**src/rtl/rr_mux_reg.sv**
```systemverilog
// N-channel valid/ready multiplexer with run-time round-robin or fixed-priority
// arbitration feeding a single registered, one-deep output stage.
module rr_mux_reg #(
  parameter  int WIDTH  = 16,
  parameter  int NUM_CH = 4,
  localparam int CH_W   = $clog2(NUM_CH)
) (
  input  logic                      clk,
  input  logic                      rst,
  input  logic                      mode,
  input  logic [NUM_CH*WIDTH-1:0]   in_data,
  input  logic [NUM_CH-1:0]         in_valid,
  output logic [NUM_CH-1:0]         in_ready,
  output logic [WIDTH-1:0]          out_data,
  output logic [CH_W-1:0]           out_ch,
  output logic                      out_valid,
  input  logic                      out_ready,
  output logic [15:0]               beat_cnt
);

  logic [WIDTH-1:0] data_p1;
  logic [CH_W-1:0]  ch_p1;
  logic             vld_p1;
  logic [15:0]      cnt_p1;
  logic [CH_W-1:0]  ptr;

  logic [CH_W-1:0]  gnt;
  logic [CH_W-1:0]  base;
  logic             load;
  int               idx;
  logic             found;

  function automatic logic [CH_W-1:0] next_ptr(input logic [CH_W-1:0] g);
    return (g == CH_W'(NUM_CH - 1)) ? '0 : CH_W'(g + 1'b1);
  endfunction

  // Arbitration: scan upward from base with wrap-around; base is 0 in fixed priority.
  always_comb begin
    base  = mode ? '0 : ptr;
    gnt   = '0;
    found = 1'b0;
    idx   = 0;
    for (int k = 0; k < NUM_CH; k++) begin
      idx = (int'(base) + k) % NUM_CH;
      if (!found && in_valid[CH_W'(idx)]) begin
        found = 1'b1;
        gnt   = CH_W'(idx);
      end
    end
  end

  assign load     = !rst && (!vld_p1 || out_ready) && (|in_valid);
  assign in_ready = load ? (NUM_CH'(1) << gnt) : '0;

  // Stage p1: registered output beat
  always_ff @(posedge clk) begin
    if (rst) begin
      vld_p1  <= 1'b0;
      data_p1 <= '0;
      ch_p1   <= '0;
      cnt_p1  <= '0;
      ptr     <= '0;
    end else if (load) begin
      vld_p1  <= 1'b1;
      data_p1 <= in_data[gnt*WIDTH +: WIDTH];
      ch_p1   <= gnt;
      cnt_p1  <= cnt_p1 + 16'd1;
      if (!mode) ptr <= next_ptr(gnt);
    end else if (vld_p1 && out_ready) begin
      vld_p1  <= 1'b0;
    end
  end

  assign out_data  = data_p1;
  assign out_ch    = ch_p1;
  assign out_valid = vld_p1;
  assign beat_cnt  = cnt_p1;

endmodule

```
**config.mk**
```make
export PLATFORM = sky130hd
export DESIGN_NAME = rr_mux_reg
export DESIGN_NICKNAME = d
export VERILOG_FILES = /design/src/rtl/rr_mux_reg.sv
export SDC_FILE = /design/constraint.sdc
export NUM_CORES = 1
export LEC_CHECK = 0
export ABC_AREA = 0
export BUFFER_PORTS_ARGS = -buffer_cell sky130_fd_sc_hd__buf_4
export CAP_MARGIN = 5
export CORE_MARGIN = 4
export CORE_UTILIZATION = 42
export DETAILED_ROUTE_END_ITERATION = 7
export GPL_TIMING_DRIVEN = 0
export PLACE_DENSITY = 0.85
export REMOVE_ABC_BUFFERS = 1
export SETUP_SLACK_MARGIN = 0.3
export SYNTH_ARGS = -nofsm -noshare
export SYNTH_HDL_FRONTEND = slang
export SYNTH_SLANG_ARGS = --single-unit
```
**constraint.sdc**
```tcl
create_clock -name clk -period 1.8 [get_ports clk]
set_input_delay 0.18 -clock clk [delete_from_list [all_inputs] [get_ports clk]]
set_output_delay 0.18 -clock clk [all_outputs]
set_load 0.01 [all_outputs]
```
==> results.toml <==
[synthesis]
async_flop_share_pct = 0
yosysTopAreaCell = "dfxtp_1"
syn_inst = 247
synth_top_area_share_pct = 32.89
syn-mean-instance-area_sq_um = 9.118
synthXorXnorAreaFrac_pct = 4.278
synth_top_family_by_area = "simple AND/OR/NAND/NOR gates"
synthFlopType = "dfxtp_1"
syn_area_sq_mm = 0.002252
synth_edf_count = 0
synth_mux_area_share_pct = 15.56
ys_ff_latch = 37
synthSimpleGateAreaFrac_pct = 26.33
synth_compound_area_share_pct = 13.94
synth_warnings = 0
synth.area.top_cells = "dfxtp_1 (33%), mux2i_1 (7.6%), a311o_1 (7.1%)"
ys_seq_area_share_pct = 32.89
ys_types = 42
yosys.area_share.adder_pct = 0.5556

[cells_and_area]
nets = 448
final_area_sq_mm = 0.003672
drive_gt1_share_pct = 52.00
syn2layout_area_growth_pct = 63.06
diodes = 0
final_core_util_pct = 71.45

[timing]
fin_skew_ns = 0.009327
setup_violations = 22
max_freq_mhz = 466.8
final.setup.tns_ns = -6.030
hold_viol_final = 0
relSlewSlack_pct = 54.61
layout_setup_ws_ns = -0.3422
period_share_pct = 119.0
rsz0062_at_grt = "yes"
slew_viol_final = 0
worst_slew_pin_slew_ns = 0.6752
post-route-min-period_ns = 2.142

[drt]
vias = 2600
drt-initial-drc-count = 160
dr.pass1.iters = 4
drc = 0
via_per_inst = 5.843
wl_per_cell_um = 18.82
postRouteWirelength_mm = 8.377
postRouteAntennaNets = 0

[place]
finalWeightedCongestion = 0.7501
place_area_sq_mm = 0.003059
post-dp-hpwl_mm = 4.603
io_buffers = 110
dpl_worst_slack_ns = -0.9909

[power_and_ir_drop]
p_leak_nw = 1.542
vdd.ir_drop.worst_uv = 330.8
total_power_mw = 2.491
powerDensity_mw_per_mm2 = 678.4

[worst_setup_path]
required_ns = 1.62
worstPathArrival_ns = 1.96
start_kind = "flip-flop"
end_kind = "output port"
worst-path-max-fanout = 6
criticalPathCategory = "flip-flop to output port"

[clocking]
cts_hold_buf = 0
cts_sinks = 37
cts-root-buf = "clkbuf_8"
clkSlewWorstSetupHoldPaths_ns = 0.08
cts_buffer_depth = 2
cts_tree = "built"
htree_levels = 2
cts_buffers = 5
clk_latency_ns = 0.29

[global_routing]
grt_use_total_pct = 24.77
grt_pass1_vias = 2624
grt_overflow = 0
antenna_found_initial = 0
grt_start_max_net_pins = 41
grt_pass1_wl_mm = 12.62

[worst_hold_path]
hp-class = "input port to flip-flop"

[floorplanning]
die_h_um = 81.23
start_util_pct = 43.82
io_pins = 111
coreArea_sq_mm = 0.005140
die_w_um = 81.23
row_count = 26
die-area_sq_mm = 0.006598

[run_status]
violations = "setup timing"
status = "finished, violations left"

[flow_run]
cap_viol_max_count = 0
-- synth_stat cells (all sizes together) (7+ instances only) --
master   n
clkbuf   9
dfxtp   37
a21oi    7
a311o   16
nor2    19
nand2   11
xor2     9
mux2i   17
o21ai    9
mux2    16
nor3b   17
buf     15
nor4    17
-- area by class of cell --
type	count	area, sq um
Multi-Input combinational cell	191	1572
Tap cell	70	87.58
Clock buffer	5	68.82
Fill cell	405	1468
Clock inverter	2	35.03
Timing Repair Buffer	140	1157
Sequential cell	37	752.0
-- where the power goes --
group	switching (mW)	leakage (nW)	total (mW)	internal [mW]
sequential	0.0460	0.306	0.940	0.894
clock	0.293	0.0540	0.696	0.403
combinational	0.377	1.18	0.856	0.479
total	0.716	1.54	2.49	1.78
-- through the flow --
step | std cells | hold slack [ns]
after floorplan | 223 | 0.2491
after global placement | 403 | 0.4638
after detailed placement | 404 | 0.4739
after CTS | 439 | 0.2651
after global routing | 445 | 0.2723
final | 445 | 0.2681
-- layer usage --
layer | vias up | share of wire [%] | global-route usage [%]
met5 | - | 0 | 0
met4 | 0 | 3.4 | 8.446
met3 | 30 | 8.6 | 6.652
met2 | 123 | 50 | 44.25
met1 | 1246 | 38 | 28.35
li1 | 1201 | - | -
-- flip-flops by register name (all words and copies together), names as in the netlist --
signal	count
beat_cnt	16
out_ch	2
out_data	16
out_valid	1
ptr	2
-- worst max-delay path: stages (launching register included) --
cell and delay [ns]:
dfxtp_4 0.37, buf_2 0.16, nor4b_4 0.14, buf_4 0.14, o32a_2 0.36, buf_6 0.15, nor3_1 0.20, buf_4 0.16
-- kinds of logic (layout without fill, tap and decap cells) --
| family | Yosys count | count (layout) |
|---|---|---|
| compound gates | 40 | 43 |
| xor+xnor | 11 | 11 |
| fa+ha+maj | 1 | 1 |
| buf+inv | 24 | 147 |
| flops | 37 | 37 |
| mux | 33 | 33 |
| simple gates | 101 | 103 |
-- what timing repair did --
item / 4_1_cts / 5_1_grt
pin swaps: 10 / 9
setup buffers: 22 / 5
gates resized for setup: 33 / 13
setup endpoints to repair: 40 / 40
gates cloned: 6 / 1
-- worst paths after layout --
kind	startpoint	endpoint	slack [ns]	cells past startpoint
worst min-delay path	in_data[51]	out_data[3]	0.27	3
worst max register to register	ptr[1]	out_data[2]	-0.34	9
worst min register to register	out_ch[1]	out_ch[1]	0.49	2
worst max-delay path	ptr[0]	in_ready[1]	-0.34	7
-- cell usage in the layout (no fill, tap or decap), types with 4 or more instances in the layout --
cell type,instances
nor2_1,19
xor2_1,9
buf_4,130
mux2i_1,14
o21ai_0,8
nand2b_1,4
dfxtp_1,32
a21oi_1,5
nand2_1,9
a311o_1,16
nor3b_1,16
nor4_1,16
or3_1,4
clkbuf_8,5
mux2_2,14
nand4_1,5
No activity file was read; power rests on OpenSTA's default activity.
